`src/rtl/div_unit.sv`:
```
`default_nettype none
// ============================================================================
//  Module      : div_unit
//  Description : Multi-cycle 32-bit restoring divider for DIV/DIVU. Produces
//                one quotient bit per clock and presents {remainder,
//                quotient} with a ready flag that EX uses to release its
//                pipeline stall.
//  Revision    : 1.0 - initial release
// ----------------------------------------------------------------------------
//  Ports
//    clk           in   1   pipeline clock, rising edge
//    rst           in   1   asynchronous reset, active low
//    signed_div_i  in   1   1 = signed (DIV), 0 = unsigned (DIVU)
//    opdata1_i     in  32   dividend
//    opdata2_i     in  32   divisor
//    start_i       in   1   request, held by EX until result consumed
//    annul_i       in   1   abort any operation in progress
//    result_o      out 64   {remainder, quotient} -> {hi, lo}
//    ready_o       out  1   result_o valid
// ============================================================================
module div_unit (
    input  logic        clk,
    input  logic        rst,
    input  logic        signed_div_i,
    input  logic [31:0] opdata1_i,
    input  logic [31:0] opdata2_i,
    input  logic        start_i,
    input  logic        annul_i,
    output logic [63:0] result_o,
    output logic        ready_o
);

    localparam logic [1:0] FREE   = 2'd0;
    localparam logic [1:0] BYZERO = 2'd1;
    localparam logic [1:0] ON     = 2'd2;
    localparam logic [1:0] END    = 2'd3;

    localparam logic [5:0] LAST_STEP_DONE = 6'd32;

    logic [1:0]  state;
    logic [5:0]  cnt;
    logic [31:0] dividend;      // magnitude, shifted left one bit per step
    logic [31:0] divisor;       // magnitude
    logic [31:0] quotient;
    logic [31:0] rem;           // always < divisor, so 32 bits suffice
    logic        neg_dividend;
    logic        neg_divisor;

    // Operand magnitudes at acceptance; only signed requests take abs value.
    logic        op1_neg;
    logic        op2_neg;
    logic [31:0] op1_abs;
    logic [31:0] op2_abs;

    // One restoring step: bring down the next dividend bit and trial-subtract.
    logic [32:0] trial;
    logic        fits;
    logic [31:0] diff;

    // Sign-corrected final values.
    logic [31:0] quot_fix;
    logic [31:0] rem_fix;

    always_comb begin
        op1_neg  = signed_div_i & opdata1_i[31];
        op2_neg  = signed_div_i & opdata2_i[31];
        op1_abs  = op1_neg ? (32'd0 - opdata1_i) : opdata1_i;
        op2_abs  = op2_neg ? (32'd0 - opdata2_i) : opdata2_i;

        trial    = {rem, dividend[31]};
        fits     = (trial >= {1'b0, divisor});
        // When fits is set the true difference is below 2^32, so the low
        // 32 bits of the subtraction are exact.
        diff     = trial[31:0] - divisor;

        quot_fix = (neg_dividend ^ neg_divisor) ? (32'd0 - quotient) : quotient;
        rem_fix  = neg_dividend ? (32'd0 - rem) : rem;
    end

    always_ff @(posedge clk or negedge rst) begin
        if (!rst) begin
            state        <= FREE;
            cnt          <= 6'd0;
            dividend     <= 32'd0;
            divisor      <= 32'd0;
            quotient     <= 32'd0;
            rem          <= 32'd0;
            neg_dividend <= 1'b0;
            neg_divisor  <= 1'b0;
            result_o     <= 64'd0;
            ready_o      <= 1'b0;
        end else if (state != FREE && annul_i) begin
            // Abort takes priority over stepping and completion alike.
            state    <= FREE;
            result_o <= 64'd0;
            ready_o  <= 1'b0;
        end else begin
            case (state)
                FREE: begin
                    result_o <= 64'd0;
                    ready_o  <= 1'b0;
                    if (start_i && !annul_i) begin
                        if (opdata2_i == 32'd0) begin
                            state <= BYZERO;
                        end else begin
                            state        <= ON;
                            dividend     <= op1_abs;
                            divisor      <= op2_abs;
                            neg_dividend <= op1_neg;
                            neg_divisor  <= op2_neg;
                            cnt          <= 6'd0;
                            rem          <= 32'd0;
                            quotient     <= 32'd0;
                        end
                    end
                end

                BYZERO: begin
                    state    <= END;
                    result_o <= 64'd0;
                    ready_o  <= 1'b1;
                end

                ON: begin
                    if (cnt == LAST_STEP_DONE) begin
                        // All 32 steps done; this edge publishes the result.
                        state    <= END;
                        result_o <= {rem_fix, quot_fix};
                        ready_o  <= 1'b1;
                    end else begin
                        rem      <= fits ? diff : trial[31:0];
                        quotient <= {quotient[30:0], fits};
                        dividend <= {dividend[30:0], 1'b0};
                        cnt      <= cnt + 6'd1;
                    end
                end

                END: begin
                    if (!start_i) begin
                        state    <= FREE;
                        result_o <= 64'd0;
                        ready_o  <= 1'b0;
                    end
                end

                default: begin
                    state    <= FREE;
                    result_o <= 64'd0;
                    ready_o  <= 1'b0;
                end
            endcase
        end
    end

endmodule
`default_nettype wire

```
`config.mk`:
```
export PLATFORM = sky130hd
export DESIGN_NAME = div_unit
export DESIGN_NICKNAME = d
export VERILOG_FILES = /design/src/rtl/div_unit.sv
export SDC_FILE = /design/constraint.sdc
export NUM_CORES = 1
export LEC_CHECK = 0
export BUFFER_PORTS_ARGS = -buffer_cell sky130_fd_sc_hd__buf_2
export CORE_MARGIN = 10
export CORE_UTILIZATION = 60
export DETAILED_ROUTE_END_ITERATION = 8
export PLACE_DENSITY = 0.9
export SYNTH_ARGS = -nofsm -noshare
export SYNTH_HDL_FRONTEND = slang
export SYNTH_SLANG_ARGS = --single-unit
```
`constraint.sdc`:
```
create_clock -name clk -period 3.27 [get_ports clk]
set_clock_uncertainty 0.15 [all_clocks]
set_input_delay 0.654 -clock clk [delete_from_list [all_inputs] [get_ports clk]]
set_output_delay 0.654 -clock clk [all_outputs]
set_load 0.01 [all_outputs]
```
==> impl_metrics.ini, run 1 <==
[clock_network]
cts_buffers = 21
cts_setup_buffers = 0
h-tree-depth = 1
clk_latency_ps = 500
clock_path_buffers = 3
cts_tree = done
clk_pin_slew_ps = 60
ctsRootBufferMaster = clkbuf_16
cts_sinks = 203
post_cts_resized = 0
cts_hold_buf = 0

[setup_path]
cp_max_fo = 22
criticalPathCategory = reg -> reg
worst_ep_required_time_ps = 3470
reg2reg_depth = 10
reg2reg_slack_ps = 130
worstSetupEndpointType = register
r2r-end = rem[10]
timing.rr.start = rem[11]
start_kind = register
crit_arrival_ps = 3340

[yosys]
ys_warn_count = 0
yosys.area.top_type = dfrtp_1
syn-cell-area_mm2 = 0.0127
synth_top_area_frac = 0.399
yosysUniqueCellTypes = 71
syn_inst = 1522
synth_common_cells = nand2_1 (256), dfrtp_1 (203), o21ai_0 (193)
synth-edff-count = 0
syn_nets = 1633
syn_area_per_cell_um2 = 8.37
ys.flop_type = dfrtp_1
ys_seq_elements = 203
synth_area_leaders = dfrtp_1 (40%), o21ai_0 (7.6%), nand2_1 (7.5%)
async_flop_share = 1.00
seq_area_frac_synth = 0.399
synth_most_common_cell = nand2_1

[sta]
finalCritPeriodShare = 0.960
max_slew_margin = 0.497
rsz0062_at_grt = no
finalHoldViolations = 0
fin_crit_ps = 3140
worstMarginPinSlew_ps = 747
fmax_ghz = 0.318
tns_ps = 0
setup_viol = 0
slew_violations = 0
whs_ps = 1.03

[global_routing]
grt_pass1_wl_mm = 57.1
overflow = 0
grt_pass1_vias = 11519
grt_antenna_before_repair = 0
globalRouteTotalUtil = 0.239
grt_max_degree = 69

[final_layout]
fin_nets = 1779
register_area_mm2 = 0.00508
drive_above_1_share = 0.161
multi_input_area_mm2 = 0.00714
fin_area_mm2 = 0.0148
nFillCells = 1597
area_growth_pct = 16.2
num_antenna_cells = 0

[floorplan]
start_util = 0.608
io_pins = 134
dieArea_mm2 = 0.0275
die_x_um = 166
core_mm2 = 0.0210
std_cell_rows = 53
die_h_um = 166

[drt]
post_drt_wl_per_cell_um = 17.6
vias = 11862
drt_iter0_markers = 1100
drt-total-wl_mm = 34.5
vias_per_cell = 6.06
dr.pass1.iters = 5
drc = 0
ant_nets = 0

[place]
dp_hpwl_mm = 25.4
gp_congestion = 0.964
place_area_mm2 = 0.0141
port_buffers = 133

[pwr]
p_leak_nw = 7.01
power_w = 0.0129
ir_drop_mv = 0.463
p_per_area_mw_per_mm2 = 871

[worst_hold_path]
worstHoldPathType = in -> async

[outcome]
status = completed

[run]
maxCapViolCount = 0
-- registers in the layout, summed over array words and instances (netlist names) --
signal        count
result_o         64
dividend         32
divisor          32
quotient         32
rem              32
cnt               6
state             2
neg_dividend      1
neg_divisor       1
ready_o           1
-- routing by layer --
layer / routed length, µm / track usage / share of wire / vias up
met5: 0 / 0 / 0 / -
met4: 852 / 0.0751 / 0.025 / 0
met3: 2730 / 0.0407 / 0.079 / 73
met2: 16100 / 0.388 / 0.47 / 479
met1: 14800 / 0.320 / 0.43 / 5684
li1: - / - / - / 5626
-- critical path: stages, from the launching register on --
cell and delay, ps:
dfrtp_1 430, ha_2 420, nand4_2 190, or3_1 440, nor3_1 150, o21ai_0 210
a21oi_1 250, or2_4 200, buf_12 190, mux2i_1 210, o21ai_0 140
-- worst max path at each step --
stage	start	to	slack [ps]
after global routing	rem[11]	rem[10]	20
after global placement	opdata1_i[8]	dividend[21]	70
after detailed placement	opdata1_i[8]	dividend[29]	6
final	rem[11]	rem[10]	130
after floorplan	opdata1_i[8]	dividend[29]	250
after CTS	rem[11]	rem[11]	90
-- cell usage in the layout, fill, tap and decap left out, types with 11 or more instances in the layout --
cell	Yosys	final
inv_1	61	61
nand2_1	256	256
buf_12	0	11
nor2_1	90	90
o41ai_1	12	11
a21oi_1	119	117
o21ai_0	193	192
clkbuf_16	0	21
buf_4	3	60
xor2_1	74	74
ha_1	41	39
nand3_1	53	51
mux2i_1	29	29
a21o_1	15	15
or3_1	14	14
o31ai_1	29	29
dfrtp_1	203	203
xnor2_1	66	66
o211ai_1	13	13
nor3_1	25	25
or4_1	11	11
buf_2	17	132
nand4_1	14	14
-- cell type report --
type / count / area share
clock buffer: 28 / 0.0386
clock inverter: 9 / 0.00659
inverter: 62 / 0.0157
multi-input combinational: 1176 / 0.482
sequential: 203 / 0.343
tap: 275 / 0.0232
timing repair buffer: 204 / 0.0908
-- report_power, final --
| group | switching (W) | total [W] | leakage, nW | internal, W |
|---|---|---|---|---|
| Sequential | 0.000528 | 0.00370 | 2.69 | 0.00317 |
| Clock | 0.000983 | 0.00237 | 0.331 | 0.00139 |
| Combinational | 0.00422 | 0.00684 | 3.99 | 0.00262 |
| Total | 0.00573 | 0.0129 | 7.01 | 0.00718 |
-- through the flow --
step	cells	utilization	setup WS (ps)
finish	1957	0.707	130
global route	1957	0.707	16.2
CTS	1957	0.705	93.7
detailed placement	1920	0.673	6.24
global placement	1920	0.673	71.5
floorplan	1522	-	253
-- cell families (layout without fill, tap and decap cells) --
kind of cell	count (synthesis)	after routing	synth area share
buf+inv	143	303	0.0464
xor+xnor	140	140	0.0962
fa+ha+maj	42	42	0.0418
simple gates	524	524	0.189
flops	203	203	0.399
compound gates	440	440	0.204
mux	30	30	0.0237
No activity file was read; power rests on OpenSTA's default activity.
==> run 2, diff against run 1 <==
Settings changed: CELL_PAD_IN_SITES_DETAIL_PLACEMENT set to 2, CELL_PAD_IN_SITES_GLOBAL_PLACEMENT set to 2, CORE_UTILIZATION 60 to 36, PLACE_DENSITY 0.9 to not set, PLACE_DENSITY_LB_ADDON set to 0.15, SKIP_LAST_GASP set to 1.
==> run 2 against run 1 <==
The run now ends with negative hold slack left. Critical endpoint is now rem[29]. Register-to-register slack hardly changed. Largest power group unchanged. Wire length rose by 30%. First-iteration DRC count shrank 48%. Core utilization shrank 26 points. Global-route usage is 4.1 points lower. Via count is 0.21% higher.
==> impl_metrics.ini, run 2 (synthesis results as in run 1) <==
[final_layout]
fin_area_mm2 = 0.0155
register_area_mm2 = 0.00508
fin_nets = 1818
num_antenna_cells = 0
largest_register = result_o
area_growth_pct = 21.8
drive_above_1_share = 0.187
final_cell_mix = nand2_1 (256), dfrtp_1 (203), o21ai_0 (191), buf_2 (132), a21oi_1 (116)
multi_input_area_mm2 = 0.00721
largest_reg_flops = 64
nFillCells = 3933
final_common_cell = nand2_1

[floorplan]
die_x_um = 208
io_pins = 134
die_h_um = 208
dieArea_mm2 = 0.0433
std_cell_rows = 68
core_mm2 = 0.0347
start_util = 0.367

[pwr]
p_leak_nw = 7.26
p_sw_w = 0.00639
seqPwrFrac = 0.262
p_int_w = 0.00766
p_comb_frac = 0.543
ir_drop_mv = 0.599
clock_power_share = 0.194
switching_share = 0.455
p_per_area_mw_per_mm2 = 905

[run]
maxCapViolCount = 0

[sta]
fmax_ghz = 0.320
finalCritPeriodShare = 0.957
whs_ps = -0.220
finalHoldViolations = 1
worstMarginPinSlew_ps = 676
max_slew_margin = 0.549
setup_viol = 0
fin_crit_ps = 3130
rsz0062_at_grt = yes
slew_violations = 0

[drt]
ant_nets = 0
dr.pass1.iters = 5
post_drt_wl_per_cell_um = 20.5
vias = 11887
drt_iter0_markers = 570
drt-total-wl_mm = 44.8
vias_per_cell = 5.45
drc = 0

[outcome]
violations = negative hold slack
status = finished with violations

[clock_network]
h-tree-depth = 1
cts_sinks = 203
cts_buffers = 25
clk_pin_slew_ps = 60
cts_tree = done
ctsRootBufferMaster = clkbuf_16
clock_path_buffers = 3
clk_latency_ps = 530
cts_setup_buffers = 0
cts_hold_buf = 0

[setup_path]
r2r-end = rem[29]
worst_ep_required_time_ps = 3520
worstSetupEndpointType = register
reg2reg_depth = 11
criticalPathCategory = reg -> reg
timing.rr.start = rem[3]
cp_max_fo = 7
reg2reg_slack_ps = 140
crit_arrival_ps = 3380
start_kind = register

[place]
port_buffers = 133
dp_hpwl_mm = 33.7
gp_congestion = 0.881
place_area_mm2 = 0.0146

[global_routing]
globalRouteTotalUtil = 0.199
grt_pass1_wl_mm = 72.4
overflow = 0
grt_max_degree = 71
grt_pass1_vias = 12761
grt_antenna_before_repair = 0

[worst_hold_path]
worstHoldPathType = in -> async
[run 2: cell types whose count changed in the layout (fill, tap and decap cells not counted), sizes merged]
cell / delta
inv: +2
clkinvlp: -1
clkbuf: +9
bufinv: -1
buf: +35
[run 2: worst max path at each step]
stage                         endpoint    startpoint  cells after the start  slack [ps]
final                          rem[29]        rem[3]                     11         140
after global routing           rem[20]  dividend[31]                     12         -60
after global placement    dividend[31]  opdata1_i[8]                      9          20
after floorplan           dividend[29]  opdata1_i[8]                      8         250
after detailed placement       rem[27]        rem[3]                     11         -40
after CTS                      rem[20]  dividend[31]                     12          40
[run 2: stage by stage]
step / setup WS, ps / std cells / util / total power [W] / TNS, ps
after floorplan: 253 / 1522 / - / 0.00828 / 0
after global placement: 24.7 / 2135 / 0.421 / 0.0109 / 0
after detailed placement: -38.3 / 2135 / 0.421 / 0.0112 / -87.3
after CTS: 38.6 / 2181 / 0.444 / 0.0141 / 0
after global routing: -58.4 / 2181 / 0.447 / 0.0152 / -62.4
final: 141 / 2181 / 0.447 / 0.0141 / 0
[run 2: layout make-up]
type | instances | share of cell area
clock inverters | 9 | 0.00524
clock buffers | 37 | 0.0464
inverters | 62 | 0.0150
repair buffers | 239 | 0.104
flip-flops and latches | 203 | 0.327
well taps | 455 | 0.0367
multi-input cells | 1176 | 0.465
[run 2: repair_timing]
| action | CTS | global route |
|---|---|---|
| gates resized for setup | 3 | 19 |
| endpoints found under the setup margin | 15 | 36 |
| pin swaps | 0 | 3 |
[run 2: worst max-delay path: stages (launching register included)]
cell and delay, ps:
dfrtp_1 560, ha_2 400, and3_1 200, nor3b_2 180, a2111oi_2 440, buf_4 180, o21ai_1 70, or2_1 270
buf_4 170, nand3_1 90, buf_4 170, o221ai_1 130
[run 2: routing by layer]
layer / global-route usage / wire, µm
met3: 0.0223 / 1520
met5: 0 / 0
met1: 0.282 / 22200
met2: 0.324 / 20700
met4: 0.0286 / 433
[run 2: power groups by stage]
stage / sequential, W / combinational (W) / clock, W
after CTS: 0.00368 / 0.00758 / 0.00281
after floorplan: 0.00364 / 0.00464 / 0
after global placement: 0.00366 / 0.00722 / 0
after detailed placement: 0.00371 / 0.00748 / 0
after global routing: 0.00376 / 0.00850 / 0.00291
final: 0.00369 / 0.00763 / 0.00273
==> run 3, diff against run 2 <==
==> constraint.sdc (replaced) <==
create_clock -name clk -period 3.27 [get_ports clk]
set_clock_uncertainty 0.15 [all_clocks]
set_input_delay 0 -clock clk [delete_from_list [all_inputs] [get_ports clk]]
set_output_delay 0 -clock clk [all_outputs]
set_load 0.01 [all_outputs]
==> run 3 against run 2 <==
The run ends with negative setup slack left. Final cell count increased by 3.3%. Sequential power about the same. Wire length increased by 8.5%. Worst hold slack improved by 28 ps. Non-clock buffer count increased by 72. Die area unchanged. Clock-buffer cell count decreased by 3. Worst setup slack got worse by 170 ps. Flip-flop and latch count unchanged. Clock power increased by 5%. Critical endpoint is now dividend[19]. Highest routed layer unchanged.
==> impl_metrics.ini, run 3 (synthesis results as in run 1) <==
[outcome]
status = finished with violations
violations = negative setup slack

[setup_path]
worst_ep_required_time_ps = 3570
worstSetupEndpointType = register
crit_arrival_ps = 3590
worstPathCellList = dlygate4sd3_1 -> buf_2 -> or4_4 -> or3_4 -> or4_4 -> o31ai_1 -> xnor2_1 -> dlygate4sd3_1 -> mux2i_1 -> o21ai_0
cp_slowest_cell = dlygate4sd3_1
slowest_delay_ps = 600
start_kind = input pin
cp_max_fo = 4
criticalPathCategory = in -> reg

[sta]
slew_violations = 0
fin_crit_ps = 3300
finalCritPeriodShare = 1.01
max_slew_margin = 0.274
finalHoldViolations = 0
worstMarginPinSlew_ps = 1090
fmax_ghz = 0.303
rsz0062_at_grt = yes
tns_ps = -43.0
setup_viol = 2
whs_ps = 27.5
setup_ws_ps = -27.4

[drt]
drt-total-wl_mm = 48.6
ant_nets = 0
vias = 12406
drc = 0
vias_per_cell = 5.51
highest_layer = met4
post_drt_wl_per_cell_um = 21.6
dr_wl_met3_mm = 1.81
drt_iter0_markers = 712
wl_met2_mm = 23.5
wl_met1_mm = 22.7
dr.pass1.iters = 5

[clock_network]
cts_buffers = 25
clk_latency_ps = 540
ctsRootBufferMaster = clkbuf_16
cts_tree = done
h-tree-depth = 1
clock_path_buffers = 3
cts_sinks = 203
clk_pin_slew_ps = 60

[global_routing]
grt_antenna_before_repair = 1
grt_max_degree = 67
overflow = 0
grt_pass1_wl_mm = 78.0
grt_pass1_vias = 13846
globalRouteTotalUtil = 0.216

[run]
maxCapViolCount = 0

[floorplan]
std_cell_rows = 68
io_pins = 134
die_x_um = 208
start_util = 0.367
die_h_um = 208
dieArea_mm2 = 0.0433
core_mm2 = 0.0347

[final_layout]
layout.cells.non_filler = 2252
largest_reg_flops = 64
final_common_cell = nand2_1
utilization = 0.469
area_growth_pct = 27.7
largest_register = result_o
final_cell_mix = nand2_1 (256), dfrtp_1 (203), o21ai_0 (189), buf_2 (132), a21oi_1 (115)
num_antenna_cells = 0
drive_above_1_share = 0.165
fin_nets = 1890

[place]
pre_cts_ws_ps = 7.57
port_buffers = 133
dp_hpwl_mm = 33.6
placed_cells_incl_taps = 2102
gp_congestion = 0.878

[pwr]
p_per_area_mw_per_mm2 = 858
ir_drop_mv = 0.466
p_leak_nw = 7.54

[worst_hold_path]
worstHoldPathType = in -> reg
==> run 3: critical path, delay by kind of cell <==
family                    cells  cell delay (ps)
AOI/OAI and AO/OA             2              530
xor gates and xnor gates      1              200
buffers and inverters         3             1290
muxes                         1               90
and+or+nand+nor               3             1480
==> run 3: path summary, 6_finish.rpt <==
kind                       depth (start not counted)          from  slack (ps)           end
max                                               10  opdata1_i[9]         -30  dividend[19]
min                                                4  signed_div_i          30  dividend[31]
max reg2reg                                       12  dividend[31]         150       rem[30]
min reg2reg                                        2  result_o[33]         320  result_o[33]
max in group asynchronous                          4           rst         640  result_o[40]
min in group asynchronous                          3           rst         450  result_o[63]
==> run 3: final cells by class <==
type	instances	area (µm²)
timing repair buffer	311	2340
fill	3861	18400
clock buffer	34	699
tap	455	569
inverter	62	233
clock inverter	11	148
multi-input combinational	1176	7210
sequential	203	5080
==> run 3: timing repair <==
| action | in CTS | in global routing |
|---|---|---|
| hold buffers | 102 | 0 |
| pin swaps | 0 | 13 |
| hold endpoints to repair | 216 | 0 |
| resized for setup | 1 | 23 |
| endpoints found under the setup margin | 1 | 45 |
| buffers inserted | 0 | 6 |
==> run 3: per-layer routing <==
layer / vias up / GRT usage
met3: 45 / 0.0273
met1: 6313 / 0.290
met4: 0 / 0.0356
met2: 202 / 0.366
li1: 5846 / -
met5: - / 0
==> run 3: power breakdown <==
part	internal, W	total, W	leakage, nW	switching [W]
Sequential	0.00318	0.00368	2.69	0.000508
Combinational	0.00269	0.00740	4.43	0.00472
Clock	0.00174	0.00288	0.419	0.00114
Total	0.00760	0.0140	7.54	0.00637
==> run 3: through the flow <==
stage               total power (W)  cell area [µm²]
detailed placement           0.0109            14300
CTS                          0.0140            16200
global placement             0.0105            14300
global route                 0.0151            16300
finish                       0.0140            16300
floorplan                   0.00828            12700
